`config.mk`:
```
export PLATFORM = sky130hd
export DESIGN_NAME = serial_add_sub
export DESIGN_NICKNAME = d
export VERILOG_FILES = /design/src/rtl/serial_add_sub.sv
export SDC_FILE = /design/constraint.sdc
export NUM_CORES = 1
export LEC_CHECK = 0
export BUFFER_PORTS_ARGS = -buffer_cell sky130_fd_sc_hd__buf_4
export CAP_MARGIN = 20
export CORE_ASPECT_RATIO = 1.4
export CORE_MARGIN = 2
export CORE_UTILIZATION = 35
export CTS_CLUSTER_DIAMETER = 30
export DETAILED_ROUTE_END_ITERATION = 7
export SLEW_MARGIN = 0
export SYNTH_ARGS = -nofsm -noshare
export SYNTH_HDL_FRONTEND = slang
export SYNTH_SLANG_ARGS = --single-unit
```
`constraint.sdc`:
```
create_clock -name clk -period 3.4 [get_ports clk]
set_clock_uncertainty 0.15 [all_clocks]
set_input_delay 0.68 -clock clk [delete_from_list [all_inputs] [get_ports clk]]
set_output_delay 0.68 -clock clk [all_outputs]
set_load 0.05 [all_outputs]
```
`src/rtl/serial_add_sub.sv`:
```
// serial_add_sub: bit-serial add/subtract, one full-adder slice over WIDTH clocks; SERIAL_ADD_SUB_ZERO_FLAG_EN adds a zero-result flag.
module serial_add_sub #(
  parameter int WIDTH = 8
) (
  input  logic             clk,
  input  logic             rst,
  input  logic             start,
  input  logic             mode,
  input  logic [WIDTH-1:0] a,
  input  logic [WIDTH-1:0] b,
  output logic [WIDTH-1:0] result,
  output logic             cout,
  output logic             overflow,
`ifdef SERIAL_ADD_SUB_ZERO_FLAG_EN
  output logic             zero,
`endif
  output logic             busy,
  output logic             done
);
  localparam int CW = $clog2(WIDTH) + 1;
  localparam logic [CW-1:0] LAST = CW'(WIDTH - 1);
  typedef enum logic {IDLE, RUN} state_e;
  state_e state_q, state_d;
  logic [CW-1:0] cnt_q, cnt_d;
  logic [WIDTH-1:0] sa_q, sa_d, sb_q, sb_d, result_q, result_d, shifted;
  logic [WIDTH-2:0] acc_q, acc_d;
  logic c_q, c_d, cout_q, cout_d, ovf_q, ovf_d, done_q, done_d, sum, cnext;
  logic sticky_q, sticky_d, zero_q, zero_d;
  always_ff @(posedge clk) begin
    if (rst) begin
      state_q  <= IDLE;
      cnt_q    <= '0;
      sa_q     <= '0;
      sb_q     <= '0;
      acc_q    <= '0;
      result_q <= '0;
      c_q      <= 1'b0;
      cout_q   <= 1'b0;
      ovf_q    <= 1'b0;
      done_q   <= 1'b0;
      sticky_q <= 1'b0;
      zero_q   <= 1'b0;
    end else begin
      state_q  <= state_d;
      cnt_q    <= cnt_d;
      sa_q     <= sa_d;
      sb_q     <= sb_d;
      acc_q    <= acc_d;
      result_q <= result_d;
      c_q      <= c_d;
      cout_q   <= cout_d;
      ovf_q    <= ovf_d;
      done_q   <= done_d;
      sticky_q <= sticky_d;
      zero_q   <= zero_d;
    end
  end
  assign sum     = sa_q[0] ^ sb_q[0] ^ c_q;
  assign cnext   = (sa_q[0] & sb_q[0]) | (sa_q[0] & c_q) | (sb_q[0] & c_q);
  assign shifted = {sum, acc_q};
  always_comb begin
    state_d  = state_q;
    cnt_d    = cnt_q;
    sa_d     = sa_q;
    sb_d     = sb_q;
    acc_d    = acc_q;
    result_d = result_q;
    c_d      = c_q;
    cout_d   = cout_q;
    ovf_d    = ovf_q;
    done_d   = 1'b0;
    sticky_d = sticky_q;
    zero_d   = zero_q;
    if (state_q == IDLE) begin
      if (start) begin
        // subtract as a + ~b + 1: the +1 rides in on the carry FF
        sa_d     = a;
        sb_d     = b ^ {WIDTH{mode}};
        c_d      = mode;
        cnt_d    = '0;
        sticky_d = 1'b0;
        state_d  = RUN;
      end
    end else begin
      sa_d     = sa_q >> 1;
      sb_d     = sb_q >> 1;
      acc_d    = shifted[WIDTH-1:1];
      c_d      = cnext;
      cnt_d    = cnt_q + 1'b1;
      sticky_d = sticky_q | sum;
      if (cnt_q == LAST) begin
        // c_q here is the carry into the MSB slice
        result_d = shifted;
        cout_d   = cnext;
        ovf_d    = c_q ^ cnext;
        zero_d   = ~(sticky_q | sum);
        done_d   = 1'b1;
        state_d  = IDLE;
      end
    end
  end
  assign result   = result_q;
  assign cout     = cout_q;
  assign overflow = ovf_q;
  assign busy     = (state_q == RUN);
  assign done     = done_q;
`ifdef SERIAL_ADD_SUB_ZERO_FLAG_EN
  assign zero     = zero_q;
`else
  logic unused_zero;
  assign unused_zero = zero_q;
`endif
endmodule
```
==> results of run 1 <==
-- power by group --
group / switching, W / total [W] / leakage [nW] / internal, W
Clock: 0.000155 / 0.000316 / 0.0510 / 0.000162
Sequential: 0.0000163 / 0.000503 / 0.326 / 0.000487
Combinational: 0.0000492 / 0.000107 / 0.479 / 0.0000573
Total: 0.000220 / 0.000926 / 0.856 / 0.000706
-- worst min-delay path, cell delays in order (launching register included) --
cell	delay [ps]
dfxtp_1	320
nand2_1	60
a21oi_1	50
-- per-stage QoR --
| step | power, W | area (µm²) | worst slack [ps] | std cells | hold slack, ps |
|---|---|---|---|---|---|
| 4_1_cts | 0.000939 | 2000 | 1110 | 251 | 323 |
| 2_1_floorplan | 0.000597 | 1690 | 1760 | 162 | 291 |
| 5_1_grt | 0.000970 | 2000 | 1050 | 251 | 342 |
| 3_5_place_dp | 0.000622 | 1910 | 1390 | 243 | 309 |
| 6_report | 0.000926 | 2000 | 1120 | 251 | 321 |
| 3_3_place_gp | 0.000618 | 1910 | 1450 | 243 | 300 |
-- cell families (layout without fill, tap and decap cells) --
logic type	after synthesis	after routing	share of synthesized area, %
DFF	40	40	47.3
buffers and inverters	14	41	6.29
adders and majority gates	2	2	1.92
muxes	25	25	15.6
xor gates and xnor gates	10	10	5.18
AOI/OAI and AO/OA	30	30	13.8
and+or+nand+nor	41	41	9.84
-- registers in the layout, indices dropped and copies added, names as in the netlist --
| signal | cells |
|---|---|
| busy | 1 |
| sa_q | 8 |
| c_q | 1 |
| cnt_q | 4 |
| done | 1 |
| cout | 1 |
| overflow | 1 |
| result | 8 |
| sb_q | 8 |
| acc_q | 7 |
-- worst paths after layout --
check,endpoint,start,slack [ps]
min,sb_q[6]$_SDFFE_PP0P_,sb_q[7]$_SDFFE_PP0P_,320
max,busy,busy$_SDFF_PP0_,1120
min reg2reg,sb_q[6]$_SDFFE_PP0P_,sb_q[7]$_SDFFE_PP0P_,320
max reg2reg,cout$_SDFFE_PP0P_,busy$_SDFF_PP0_,1380
-- layout make-up --
| type | instances | area [µm²] |
|---|---|---|
| Clock buffer | 6 | 82.6 |
| Sequential cell | 40 | 801 |
| Multi-Input combinational cell | 108 | 785 |
| Inverter | 1 | 3.75 |
| Fill cell | 449 | 2610 |
| Tap cell | 62 | 77.6 |
| Clock inverter | 2 | 10.0 |
| Timing Repair Buffer | 32 | 240 |
-- synthesized netlist by cell type (2+ instances only) --
cell	count
dfxtp_1	40
nor2_1	28
mux2i_1	17
a22o_1	10
a21oi_1	8
nand2_1	8
xnor2_1	8
a211o_1	7
mux2_2	7
buf_6	6
buf_2	4
a22oi_1	2
nor2b_1	2
xor2_1	2
-- metal layers --
metal / vias to the layer above / share of wire, %
met5: - / 0
met4: 0 / 1.4
met3: 4 / 5.1
met2: 27 / 47
met1: 545 / 46
li1: 612 / -
==> impl_metrics.json, run 1 <==
{
  "netlist_area_um2": 1690,
  "antenna_found_initial": 0,
  "clkLatencyLatePin_ps": 280,
  "routedWlPerCell_um": 11.6,
  "post-cts-setup-buffers": 0,
  "gp_congestion": 0.683,
  "crit_type": "reg2out",
  "htreeDepth": 2,
  "cp-end-kind": "primary output",
  "clockBufferDepth": 2,
  "firstDrtPassIters": 4,
  "drtAntennaViolNets": 0,
  "setup-violations-final": 0,
  "cts.reportedPaths.clkPinSlew_ps": 70,
  "drtIter0Drc": 54,
  "wl_um": 2920,
  "grt_start_max_net_pins": 31,
  "postCtsHoldBufs": 0,
  "dieHeight_um": 86.3,
  "ys_ff_latch": 40,
  "irDropWorstVdd_v": 0.000279,
  "ctsResizeCount": 0,
  "holdPathStages": 2,
  "utilization_pct": 43.4,
  "crit_chain": "buf_4",
  "rsz0062_at_grt": "false",
  "track_usage_pct": 11.6,
  "grtUsageMet3_pct": 4.16,
  "busiest_layer": "met2",
  "grt_overflow": 0,
  "placementRows": 29,
  "cts_sinks": 40,
  "synthDominantCellAreaShare_pct": 47.3,
  "tightestPinTransition_ps": 782,
  "synthToLayoutAreaGrowth_pct": 18.2,
  "ys_warn_count": 0,
  "final_common_cell": "dfxtp_1",
  "power-per-cell-area_nw_per_um2": 463,
  "synth.area.top_cells": "dfxtp_1, mux2i_1, nor2_1",
  "clock-root-buffer": "clkbuf_8",
  "holdCritPathClass": "reg2reg",
  "clock.fmax_mhz": 439,
  "drv_slew": 0,
  "synth_top_area_cell": "dfxtp_1",
  "critPathSlowestCell": "dfxtp_1",
  "critPathMaxStageDelay_ps": 830,
  "cts_tree": "done",
  "initial_core_util_pct": 36.7,
  "grt_use_met1_pct": 13.0,
  "grt_pass1_vias": 1152,
  "yosysSeqAreaShare_pct": 47.3,
  "dp_hpwl_um": 2070,
  "syn_area_per_cell_um2": 10.4,
  "use_met2_pct": 19.9,
  "cts_made_buffers": 5,
  "diodes": 0,
  "path_buf_inv": 1,
  "die_w_um": 62.8,
  "period_minus_slack_ps": 2280,
  "die-area_um2": 5410,
  "critPathRequiredTime_ps": 2570,
  "finalHoldViolations": 0,
  "finalCritPeriodShare_pct": 67.0,
  "grt_pass1_wl_um": 4970,
  "cp-start-kind": "flop",
  "io_buffers": 31,
  "status": "complete, no violations",
  "leakage_nw": 0.856,
  "async_flop_share_pct": 0,
  "synth_edf_count": 0,
  "arrival_ps": 1450,
  "via_per_inst": 4.73,
  "path_max_fanout": 15,
  "max-cap-violations": 0,
  "drive_gt1_share_pct": 25.9,
  "syn_nets": 184,
  "cp_num_cells": 1,
  "fin_nets": 210,
  "tns_ps": 0,
  "ys_types": 27,
  "rr_worst_depth": 3,
  "vias": 1188,
  "max_slew_margin_pct": 47.8,
  "crit_family": "flip-flops",
  "io_pins": 32,
  "coreArea_um2": 4610,
  "drc_errors": 0,
  "dominantRegCellSynth": "dfxtp_1",
  "final_cell_mix": "dfxtp_1, buf_4, nor2_1",
  "syn_inst": 162
}
No activity file was read; power rests on OpenSTA's default activity.
==> run 2: changes to the inputs <==
==> constraint.sdc (replaced) <==
create_clock -name clk -period 1.9 [get_ports clk]
set_clock_uncertainty 0.15 [all_clocks]
set_input_delay 0.38 -clock clk [delete_from_list [all_inputs] [get_ports clk]]
set_output_delay 0.38 -clock clk [all_outputs]
set_load 0.05 [all_outputs]
==> impl_metrics.json, run 2 (synthesis gave the netlist of run 1 again) <==
{
  "status": "complete, no violations",
  "tns_ps": 0,
  "instances_no_fill": 253,
  "cts_tree": "done",
  "initial_core_util_pct": 36.7,
  "die_w_um": 62.8,
  "power-per-cell-area_nw_per_um2": 869,
  "fin_nets": 212,
  "placementRows": 29,
  "tightestPinTransition_ps": 658,
  "path_max_fanout": 11,
  "path_buf_inv": 0,
  "crit-reg2reg-capture": "overflow$_SDFFE_PP0P_",
  "crit_family": "simple AND/OR/NAND/NOR gates",
  "via_per_inst": 4.81,
  "drive_gt1_share_pct": 26.2,
  "ctsResizeCount": 0,
  "fillers": 466,
  "grt_pass1_wl_um": 5120,
  "dp_hpwl_um": 2170,
  "postCtsHoldBufs": 0,
  "critPathMaxStageDelay_ps": 530,
  "clockBufferDepth": 2,
  "rsz0062_at_grt": "false",
  "final_area_um2": 2030,
  "rr_worst_depth": 4,
  "dieHeight_um": 86.3,
  "clock-root-buffer": "clkbuf_8",
  "htreeDepth": 2,
  "irDropWorstVdd_v": 0.000428,
  "holdCritPathClass": "in2reg",
  "track_usage_pct": 12.0,
  "die-area_um2": 5410,
  "routedWlPerCell_um": 11.7,
  "numPlacedInstances": 245,
  "diodes": 0,
  "max-cap-violations": 0,
  "finalCritPeriodShare_pct": 86.3,
  "leakage_nw": 0.870,
  "drc_errors": 0,
  "cp-end-kind": "flop",
  "vias": 1217,
  "arrival_ps": 1720,
  "cts_made_buffers": 5,
  "whs_ps": 234,
  "final_common_cell": "dfxtp_1",
  "critPathSlowestCell": "nor2_1",
  "clkLatencyLatePin_ps": 290,
  "cp-start-kind": "flop",
  "io_pins": 32,
  "startpoint": "cnt_q[0]$_SDFFE_PP0P_",
  "finalPower_w": 0.00176,
  "max_slew_margin_pct": 56.0,
  "drv_slew": 0,
  "synthToLayoutAreaGrowth_pct": 20.0,
  "drtIter0Drc": 19,
  "gp_congestion": 0.677,
  "cp_num_cells": 4,
  "drtAntennaViolNets": 0,
  "endpoint": "overflow$_SDFFE_PP0P_",
  "io_buffers": 31,
  "wl_um": 2960,
  "crit_type": "reg2reg",
  "cts_sinks": 40,
  "firstDrtPassIters": 4,
  "r2r_start": "cnt_q[0]$_SDFFE_PP0P_",
  "clock.fmax_mhz": 610,
  "finalHoldViolations": 0,
  "antenna_found_initial": 0,
  "placed_area_um2": 1920,
  "reg2reg_slack_ps": 260,
  "critPathRequiredTime_ps": 1980,
  "grt_overflow": 0,
  "grt_start_max_net_pins": 31,
  "crit_chain": "ha_1 > nand4b_1 > nor2_1 > a22o_1",
  "coreArea_um2": 4610,
  "grt_pass1_vias": 1193,
  "cts.reportedPaths.clkPinSlew_ps": 80,
  "final_cell_mix": "dfxtp_1, buf_4, nor2_1",
  "setup-violations-final": 0,
  "post-cts-setup-buffers": 0,
  "period_minus_slack_ps": 1640
}
[run 2: cell count changes in the layout (fill, tap and decap cells not counted)]
cell / before / now
clkbuf_1: 0 / 1
bufinv_16: 0 / 1
clkbuf_8: 6 / 5
clkinv_2: 2 / 1
buf_4: 32 / 34
[run 2: per-stage QoR]
step,util (%),worst slack (ps)
3_5_place_dp,41.7,266
5_1_grt,44.0,85.7
6_report,44.0,260
3_3_place_gp,41.7,339
4_1_cts,44.0,243
2_1_floorplan,-,322
[run 2: metal layers]
metal	share of wire, %	GRT usage, %
met5	0	0
met1	39	11.7
met4	1.7	4.85
met3	5.5	4.42
met2	54	22.7
[run 2: power breakdown]
| group | switching, W | internal, W | leakage (nW) | total [W] |
|---|---|---|---|---|
| Sequential | 0.0000218 | 0.000871 | 0.326 | 0.000893 |
| Combinational | 0.0000955 | 0.000105 | 0.488 | 0.000200 |
| Clock | 0.000281 | 0.000390 | 0.0552 | 0.000671 |
| Total | 0.000398 | 0.00137 | 0.870 | 0.00176 |
[run 2: worst register-to-register path, stage by stage (launching register included)]
cell      delay, ps
dfxtp_1         370
ha_1            190
nand4b_1        120
nor2_1          530
a22o_1          220
[run 2: layout make-up]
cell class              instances  area [µm²]  share of cell area, %
clock inverters                 2        35.0                   1.73
flip-flops and latches         40         801                   39.5
clock buffers                   6        72.6                   3.58
repair buffers                 34         255                   12.6
inverters                       1        3.75                  0.185
multi-input cells             108         785                   38.7
well taps                      62        77.6                   3.82
[run 2: worst min path at each step]
stage / start / end / slack (ps) / cells after the start
6_report: a[7] / sa_q[7]$_SDFFE_PP0P_ / 230 / 3
5_1_grt: b[7] / sb_q[7]$_SDFFE_PP0P_ / 300 / 3
4_1_cts: a[7] / sa_q[7]$_SDFFE_PP0P_ / 230 / 3
3_5_place_dp: sb_q[1]$_SDFFE_PP0P_ / sb_q[0]$_SDFFE_PP0P_ / 310 / 2
3_3_place_gp: sb_q[7]$_SDFFE_PP0P_ / sb_q[6]$_SDFFE_PP0P_ / 300 / 2
2_1_floorplan: sb_q[4]$_SDFFE_PP0P_ / sb_q[3]$_SDFFE_PP0P_ / 290 / 2
